### src/rtl/control_dispatch_pkg.sv
// +----------------------------------------------------------------------+
// | control_pkg : shared command-word constants and typedef               |
// | Rev 1.0                                                              |
// +----------------------------------------------------------------------+
`default_nettype none

package control_pkg;
  localparam int CTRL_WORD_W   = 40;
  localparam int CTRL_ADDR_W   = 8;
  localparam int CTRL_DATA_W   = 32;
  localparam int CTRL_ADDR_MSB = 39;
  localparam int CTRL_ADDR_LSB = 32;

  typedef struct packed {
    logic [CTRL_ADDR_W-1:0] addr;
    logic [CTRL_DATA_W-1:0] data;
  } ctrl_cmd_t;
endpackage

`default_nettype wire

### src/rtl/control_dispatch_if.sv
// +----------------------------------------------------------------------+
// | control_dispatch_if : local register-bus write handshake             |
// | Rev 1.0                                                              |
// +----------------------------------------------------------------------+
`default_nettype none

interface control_dispatch_if #(
  parameter int AW = 8,
  parameter int DW = 32
) ();
  logic [AW-1:0] lb_addr;
  logic [DW-1:0] lb_data;
  logic          lb_valid;
  logic          lb_ready;

  modport master (output lb_addr, output lb_data, output lb_valid, input  lb_ready);
  modport slave  (input  lb_addr, input  lb_data, input  lb_valid, output lb_ready);
endinterface

`default_nettype wire

### src/rtl/control_dispatch_fifo.sv
// +----------------------------------------------------------------------+
// | ctrl_fifo : sync FIFO with registered first-word-fall-through output |
// | Rev 1.0                                                              |
// +----------------------------------------------------------------------+
`default_nettype none

module ctrl_fifo #(
  parameter int WIDTH = 40,
  parameter int AW    = 2
) (
  input  wire logic             clk,
  input  wire logic             rst,
  input  wire logic             wr_en_i,
  input  wire logic [WIDTH-1:0] din_i,
  input  wire logic             rd_ready_i,
  output      logic [WIDTH-1:0] dout_o,
  output      logic             valid_o,
  output      logic             full_o,
  output      logic             empty_o,
  output      logic [AW:0]      level_o
);
  localparam logic [AW:0] C_CAPACITY = {1'b1, {AW{1'b0}}};

  logic [WIDTH-1:0] mem_q [2**AW];
  logic [AW:0]      wptr_q, rptr_q;
  logic [WIDTH-1:0] dout_q;
  logic             valid_q;

  logic             pop, mem_empty, wr, load;
  logic [AW:0]      level;

  assign pop       = valid_q & rd_ready_i;
  assign mem_empty = (wptr_q == rptr_q);
  // Occupancy includes the output register so capacity is exactly 2**AW.
  assign level     = (wptr_q - rptr_q) + {{AW{1'b0}}, valid_q};
  assign full_o    = (level == C_CAPACITY);
  assign wr        = wr_en_i & (~full_o | pop);
  assign load      = ~mem_empty & (~valid_q | rd_ready_i);

  always_ff @(posedge clk) begin
    if (wr) mem_q[wptr_q[AW-1:0]] <= din_i;
  end

  always_ff @(posedge clk or posedge rst) begin
    if (rst) begin
      wptr_q  <= '0;
      rptr_q  <= '0;
      dout_q  <= '0;
      valid_q <= 1'b0;
    end else begin
      if (wr) wptr_q <= wptr_q + 1'b1;
      if (load) begin
        dout_q  <= mem_q[rptr_q[AW-1:0]];
        valid_q <= 1'b1;
        rptr_q  <= rptr_q + 1'b1;
      end else if (rd_ready_i) begin
        valid_q <= 1'b0;
      end
    end
  end

  assign dout_o  = dout_q;
  assign valid_o = valid_q;
  assign empty_o = ~valid_q;
  assign level_o = level;
endmodule

`default_nettype wire

### src/rtl/control_dispatch.sv
// +----------------------------------------------------------------------+
// | control_dispatch : queues JTAG control words onto the register bus  |
// | Optional CONTROL_DISPATCH_COUNT_EN adds cmd_count/drop_count. Rev 1.0 |
// +----------------------------------------------------------------------+
`default_nettype none

module control_dispatch
  import control_pkg::*;
#(
  parameter int AW      = CTRL_ADDR_W,
  parameter int DW      = CTRL_DATA_W,
  parameter int FIFO_AW = 2
) (
  input  wire logic                   usbclk,
  input  wire logic                   reset,
  input  wire logic [CTRL_WORD_W-1:0] control_bus,
  input  wire logic                   control_strobe,
  control_dispatch_if.master          lb,
  output      logic                   overflow,
  input  wire logic                   overflow_clr,
`ifdef CONTROL_DISPATCH_COUNT_EN
  output      logic [15:0]            cmd_count,
  output      logic [7:0]             drop_count,
`endif
  output      logic [FIFO_AW:0]       fifo_level
);
  ctrl_cmd_t head;
  logic      head_valid, fifo_full, fifo_empty;
  logic      xfer, drop, accept;
  logic      overflow_q;

  ctrl_fifo #(
    .WIDTH (CTRL_WORD_W),
    .AW    (FIFO_AW)
  ) u_fifo (
    .clk        (usbclk),
    .rst        (reset),
    .wr_en_i    (control_strobe),
    .din_i      (control_bus),
    .rd_ready_i (lb.lb_ready),
    .dout_o     (head),
    .valid_o    (head_valid),
    .full_o     (fifo_full),
    .empty_o    (fifo_empty),
    .level_o    (fifo_level)
  );

  assign lb.lb_addr  = head.addr;
  assign lb.lb_data  = head.data;
  assign lb.lb_valid = head_valid;

  // A transfer in the same cycle frees a slot, so a full FIFO still accepts.
  assign xfer   = head_valid & lb.lb_ready;
  assign drop   = control_strobe & fifo_full & ~xfer;
  assign accept = control_strobe & ~drop;

  always_ff @(posedge usbclk or posedge reset) begin
    if (reset)             overflow_q <= 1'b0;
    else if (drop)         overflow_q <= 1'b1;
    else if (overflow_clr) overflow_q <= 1'b0;
  end
  assign overflow = overflow_q;

`ifdef CONTROL_DISPATCH_COUNT_EN
  logic [15:0] cmd_count_q;
  logic [7:0]  drop_count_q;

  always_ff @(posedge usbclk or posedge reset) begin
    if (reset) begin
      cmd_count_q  <= '0;
      drop_count_q <= '0;
    end else begin
      if (accept) cmd_count_q <= cmd_count_q + 16'd1;
      if (drop && drop_count_q != 8'hFF) drop_count_q <= drop_count_q + 8'd1;
    end
  end
  assign cmd_count  = cmd_count_q;
  assign drop_count = drop_count_q;
`else
  logic unused_ok;
  assign unused_ok = accept | fifo_empty;
`endif

`ifdef CONTROL_DISPATCH_COUNT_EN
  logic unused_empty;
  assign unused_empty = fifo_empty;
`endif
endmodule

`default_nettype wire
### src/flat_wrapper.sv
// flat-port wrapper written by rule: the top's interface ports become plain ports
module control_dispatch_flat import control_pkg::*;
#(
  parameter int AW      = CTRL_ADDR_W,
  parameter int DW      = CTRL_DATA_W,
  parameter int FIFO_AW = 2
)
  (usbclk, reset, control_bus, control_strobe, overflow, overflow_clr, fifo_level, lb_lb_addr, lb_lb_data, lb_lb_valid, lb_lb_ready);
  control_dispatch_if #(.AW(AW), .DW(DW)) lb_i ();
  input  wire logic usbclk;
  input  wire logic reset;
  input  wire logic [CTRL_WORD_W-1:0] control_bus;
  input  wire logic control_strobe;
  output      logic overflow;
  input  wire logic overflow_clr;
  output      logic [FIFO_AW:0] fifo_level;
  output wire logic [$bits(lb_i.lb_addr)-1:0] lb_lb_addr;
  output wire logic [$bits(lb_i.lb_data)-1:0] lb_lb_data;
  output wire logic [$bits(lb_i.lb_valid)-1:0] lb_lb_valid;
  input wire logic [$bits(lb_i.lb_ready)-1:0] lb_lb_ready;
  assign lb_lb_addr = lb_i.lb_addr;
  assign lb_lb_data = lb_i.lb_data;
  assign lb_lb_valid = lb_i.lb_valid;
  assign lb_i.lb_ready = lb_lb_ready;
  control_dispatch #(.AW(AW), .DW(DW), .FIFO_AW(FIFO_AW)) u_core (.usbclk(usbclk), .reset(reset), .control_bus(control_bus), .control_strobe(control_strobe), .lb(lb_i), .overflow(overflow), .overflow_clr(overflow_clr), .fifo_level(fifo_level));
endmodule
### config.mk
export PLATFORM = sky130hd
export DESIGN_NAME = control_dispatch_flat
export DESIGN_NICKNAME = d
export VERILOG_FILES = /design/src/rtl/control_dispatch_pkg.sv /design/src/rtl/control_dispatch_if.sv /design/src/rtl/control_dispatch_fifo.sv /design/src/rtl/control_dispatch.sv /design/src/flat_wrapper.sv
export SDC_FILE = /design/constraint.sdc
export NUM_CORES = 1
export LEC_CHECK = 0
export ABC_CLOCK_PERIOD_IN_PS = 3300
export CELL_PAD_IN_SITES_DETAIL_PLACEMENT = 0
export CELL_PAD_IN_SITES_GLOBAL_PLACEMENT = 1
export CORE_MARGIN = 2
export CORE_UTILIZATION = 44
export DETAILED_ROUTE_END_ITERATION = 16
export GPL_ROUTABILITY_DRIVEN = 0
export PLACE_DENSITY = 0.73
export SLEW_MARGIN = 10
export SYNTH_ARGS = -nofsm -noshare
export SYNTH_HDL_FRONTEND = slang
export SYNTH_SLANG_ARGS = --single-unit
### constraint.sdc
create_clock -name usbclk -period 3.3 [get_ports usbclk]
set_clock_uncertainty 0.15 [all_clocks]
set_input_delay 0.495 -clock usbclk [delete_from_list [all_inputs] [get_ports usbclk]]
set_output_delay 0.495 -clock usbclk [all_outputs]
set_load 0.03 [all_outputs]
; ---- Yosys cells after proc, flatten, opt, wreduce, memory -nomap -nowiden
; Memory sizes are Yosys's and may differ from the RTL's. A register that Yosys moved wholly into a read port is not among the register bits.
; Index checks and enable logic that the tools add are counted.
; Widths: inputs -> output; s select.
[classes]
n_addsub = 4
mul = 0
div = 0
magnitude_cmp = 0
n_eq_ne = 2
shift = 0
n_mux = 6
n_bitwise = 11
reduce_logical = 2
[op_table]
columns = op, count
row1 = $add 3x1->3 const B, 2
row2 = $mux 1, 6
row3 = $and 1x1->1, 5
row4 = $not 1->1, 4
row5 = $reduce_bool 2->1, 2
row6 = $add 3x1->3, 1
row7 = $eq 3x3->1, 1
row8 = $eq 3x3->1 const B, 1
row9 = $sub 3x3->3, 1
row10 = $or 1x1->1, 2
[word_totals]
ff_bits = 8
latch_bits = 0
ramBits = 160
romBits = 0
in_bits = 45
output_inout_bits = 45
wordCells = 30
n_memories = 1
[mem_list]
columns = memory, words, word_bits, rd, rd_ports_with_merged_regs, write_ports, line_no
row1 = u_core.u_fifo.mem_q, 4, 40, 1, 1, 1, control_dispatch_fifo.sv:24  ; logic [WIDTH-1:0] mem_q [2**AW];

; ---- Longest topological paths before layout
[depth]
ltp_word = 8
ltp_mapped = 9
depth_no_buf = 9

; ---- By module
; A second synthesis with hierarchy kept.
[hier_totals]
hier_cells = 349
area_unflattened_um2 = 7861.3
[by_module_without_submodules]
columns = mod, n_inst, cells_each, area_per_inst_um2, seq_area_each_um2
row1 = ctrl_fifo, 1, 344, 7815.0, 5980.7
row2 = control_dispatch, 1, 5, 46.3, 25.0

; ---- Worst setup path after synthesis
; Ideal clock, no wire load.
[synth_path]
path_kind = register to register
startpoint = register u_core.u_fifo.rptr_q[1]
endpoint = memory u_core.u_fifo.mem_q[3][0], enable pin
arrival_time_ns = 3.077
t_required_ns = 2.756
setup_slack_ns = -0.322
path_stages_with_launch = 9
n_path_buf = 2
cell_sequence = dfrtp_1 clkbuf_1 clkbuf_1 inv_1 ha_1 fa_1 a211o_2 o211ai_1 inv_1
[synth_via]
elab_chain_len = 8
[synth_rtl]
columns = element, line_no
row1 = from (decl), control_dispatch_fifo.sv:25  ; logic [AW:0] wptr_q, rptr_q;
row2 = from (signal assigned), control_dispatch_fifo.sv:55  ; rptr_q <= rptr_q + 1'b1;
row3 = $sub 3x3->3, control_dispatch_fifo.sv:35  ; assign level = (wptr_q - rptr_q) + {{AW{1'b0}}, valid_q};
row4 = $add 3x1->3, control_dispatch_fifo.sv:35
row5 = net fifo_level[1], flat_wrapper.sv:16  ; output logic [FIFO_AW:0] fifo_level;
row6 = $eq 3x3->1, control_dispatch_fifo.sv:36  ; assign full_o = (level == C_CAPACITY);
row7 = $not 1->1, control_dispatch_fifo.sv:37  ; assign wr = wr_en_i & (~full_o | pop);
row8 = $or 1x1->1, control_dispatch_fifo.sv:37
row9 = $and 1x1->1, control_dispatch_fifo.sv:37
row10 = $mux 1, control_dispatch_fifo.sv:41  ; if (wr) mem_q[wptr_q[AW-1:0]] <= din_i;
row11 = $mux 1 (not written as such), control_dispatch_fifo.sv:41
row12 = to (decl), control_dispatch_fifo.sv:24
; The timed path passes the listed nets, and every way through them passes these cells.

; ---- Final worst setup path
[layout_path]
startpoint = register u_core.u_fifo.wptr_q[0]
endpoint = output fifo_level[2]
[layout_via]
elab_chain_len = 2
[layout_rtl]
columns = element, line_no
row1 = from (decl), control_dispatch_fifo.sv:25
row2 = from (signal assigned), control_dispatch_fifo.sv:51  ; if (wr) wptr_q <= wptr_q + 1'b1;
row3 = $sub 3x3->3, control_dispatch_fifo.sv:35
row4 = $add 3x1->3, control_dispatch_fifo.sv:35
row5 = to (decl), flat_wrapper.sv:16
; No other way between the ends.

==> summary.md <==
| Metric | Value |
|---|---|
| Status | `completed` |
| CP arrival | `2.45 ns` |
| CTS sink cnt | `208` |
| Netlist cell types | `24` |
| Cells after Synth | `343` |
| Vias in the first global route | `3808` |
| Total CTS buffers | `21` |
| Final TNS setup | `0 ns` |
| Tcrit/Tclk final | `93.8%` |
| Post-route cell area | `0.00984 mm^2` |
| TritonCTS clock tree | `built` |
| Final WS setup | `0.206 ns` |
| Sequential-to-total area share from yosys stat | `77.3%` |
| First-pass GRT wire length | `21700 um` |
| Reg clk slew, reported paths | `0.06 ns` |
| Max VDD drop | `1.03 mV` |
| Crit-path max cell delay | `0.40 ns` |
| RSZ-0062 raised after global routing | `no` |
| IO Port Bufs | `89` |
| Pre-Repair DR Iteration Count | `4` |
| Vias | `3572` |
| Fin. max-slew vios | `0` |
| Initial antenna violation count | `0` |
| Pre-CTS setup slack | `0.198 ns` |
| CP Data Required Time | `2.65 ns` |
| Chip width | `137 um` |
| H-tree levels | `1` |
| Total routed wirelength | `13800 um` |
| Nets | `508` |
| Pwr Density | `1090 mW/mm^2` |
| Synthesized cell area | `0.00777 mm^2` |
| CP Capture Type | `primary output` |
| Placed cell area | `0.00903 mm^2` |
| Syn_area_per_cell | `22.7 um^2` |
| Avg Vias per Cell | `5.15` |
| Syn_nets | `397` |
| Clock root cell | `clkbuf_16` |
| Crit-path cells | `inv_2 -> ha_1 -> inv_1 -> ha_1 -> fa_2 -> xnor2_1 -> xnor2_1 -> inv_1 -> clkbuf_2` |
| Clk_lat worst skew | `0.48 ns` |
| CTS max path bufs | `3` |
| Kind of critical path | `reg2out` |
| Post-DP HPWL | `8350 um` |
| Endpoints failing hold | `0` |
| Crit start category | `flop` |
| P&R area growth vs syn | `26.5%` |
| Synth Warn # | `0` |
| Hold Crit Class | `in2async` |
| DRC viols | `0` |
| CP max FO | `4` |
| Hold_buf cts | `0` |
| Post-layout util | `56.9%` |
| Upper clock frequency limit | `323 MHz` |
| Initial DRC count | `198` |
| Relative slew slack | `25.9%` |
| Post-synthesis sequential element count | `208` |
| Tot GR Track Use | `15.6%` |
| I/O pins | `90` |
| Vert. Die Dim | `137 um` |
| Largest net degree at the start of global routing | `43` |
| Number of diodes | `0` |
| CP max-delay cell | `dfrtp_1` |
| DRT antenna net count | `0` |
| Initial Utilization | `44.9%` |
| Endpoints failing setup | `0` |
| Core Rows | `48` |
| Max Cap Viol | `0` |
| Hold WS | `0.240 ns` |
| DR WL/cell | `19.9 um` |
| Global route total overflow | `0` |
| Placeable Area | `0.0173 mm^2` |
| Layout cells sized above 1 | `31.6%` |
| Fin crit period | `3.09 ns` |
| Pleak | `3.43 nW` |
| Worst Tran Pin Value | `1.11 ns` |
| Die area | `0.0187 mm^2` |
-- Yosys cell counts --
library cell	instances	area share, %
buf_2	6	0.39
o32ai_1	1	0.11
xnor2_1	5	0.56
inv_1	11	0.53
xor2_1	1	0.11
fa_1	1	0.26
nand2_1	1	0.048
clkbuf_1	5	0.24
dfrtp_1	48	15
and2_2	3	0.29
nor2_1	1	0.048
nand2b_1	1	0.081
o211ai_1	1	0.097
mux2_4	1	0.19
buf_4	3	0.29
o21ai_2	1	0.11
ha_1	8	1.3
a211o_2	1	0.13
mux2_2	41	5.9
xor2_2	1	0.21
or3b_2	1	0.11
o21a_2	1	0.11
mux4_2	40	12
edfxtp_1	160	62
-- per-layer routing --
metal,wire length [um],global-route usage [%],vias to the layer above
met5,0,0,-
met4,166,3.84,0
met3,693,2.67,13
met2,7050,25.9,88
met1,5850,21.6,1886
li1,-,-,1585
-- stage by stage --
step | instances | power, W
6_report | 693 | 0.0108
5_1_grt | 693 | 0.0113
4_1_cts | 693 | 0.0109
3_5_place_dp | 655 | 0.00820
3_3_place_gp | 655 | 0.00810
2_1_floorplan | 343 | 0.00680
-- sequential cells by signal, indices dropped and copies added, names as in the netlist --
signal	count
u_core.u_fifo.mem_q	160
u_core.u_fifo.rptr_q	3
u_core.u_fifo.wptr_q	3
u_core.overflow	1
u_core.u_fifo.dout_o	40
u_core.u_fifo.valid_o	1
-- repair_timing --
| action | CTS | global route |
|---|---|---|
| pin swaps | 1 | 0 |
| endpoints found under the setup margin | 1 | 1 |
| resized for setup | 2 | 1 |
| hold endpoints to repair | 0 | 0 |
| setup buffers | 1 | 0 |
-- path summary, 6_finish.rpt --
path,start,to,slack (ns),depth (start not counted)
max,u_core.u_fifo.wptr_q[0]$_DFFE_PP0P_,fifo_level[2],0.21,9
max in group asynchronous,reset,u_core.u_fifo.rptr_q[0]$_DFFE_PP0P_,2.19,3
min reg2reg,u_core.u_fifo.dout_o[26]$_DFFE_PP0P_,u_core.u_fifo.dout_o[26]$_DFFE_PP0P_,0.35,1
max reg2reg,u_core.u_fifo.wptr_q[0]$_DFFE_PP0P_,u_core.u_fifo.mem_q[1][26]$_DFFE_PP_,0.22,11
min in group usbclk,u_core.u_fifo.dout_o[26]$_DFFE_PP0P_,u_core.u_fifo.dout_o[26]$_DFFE_PP0P_,0.35,1
min,reset,u_core.u_fifo.dout_o[34]$_DFFE_PP0P_,0.24,2
-- worst max-delay path: cells and delay by family, from the launching register on --
kind       cells  cell delay, ns
buf+inv        4            0.40
fa+ha+maj      3            0.82
xor+xnor       2            0.36
flops          1            0.40
-- power breakdown --
part	switching (W)	leakage, nW	internal, W
logic	0.00215	1.01	0.00193
registers	0.000278	2.02	0.00373
clock network	0.000918	0.395	0.00176
-- cell families (layout without fill, tap and decap cells) --
family                   Yosys count  count (layout)  share of synthesized area (%)
buffers and inverters             25             150                           1.45
AO/OA/AOI/OAI                      5               5                          0.563
multiplexers                      82              82                           17.7
flip-flops                       208             208                           77.3
XOR/XNOR                           7               7                          0.885
AND/OR/NAND/NOR                    7               7                          0.579
adder cells (fa/ha/maj)            9               9                           1.55
-- area by class of cell --
class / instances / area [um^2]
Clock buffer: 24 / 557
Multi-Input combinational cell: 110 / 1680
Sequential cell: 208 / 6010
Inverter: 11 / 47.5
Timing Repair Buffer: 102 / 1020
Clock inverter: 13 / 243
Fill cell: 1309 / 7460
Tap cell: 225 / 282
-- placed cells by master, fill, tap and decap left out, types with 2 or more instances in the layout --
| cell | n |
|---|---|
| mux2_2 | 41 |
| inv_1 | 7 |
| mux4_2 | 40 |
| and2_2 | 3 |
| buf_4 | 11 |
| clkbuf_16 | 21 |
| clkinv_2 | 4 |
| bufinv_16 | 7 |
| ha_1 | 7 |
| xnor2_1 | 5 |
| inv_2 | 2 |
| buf_12 | 3 |
| dfrtp_1 | 46 |
| edfxtp_1 | 160 |
| clkbuf_8 | 2 |
| clkdlybuf4s50_1 | 87 |
Power figures use the tool's default switching activity.
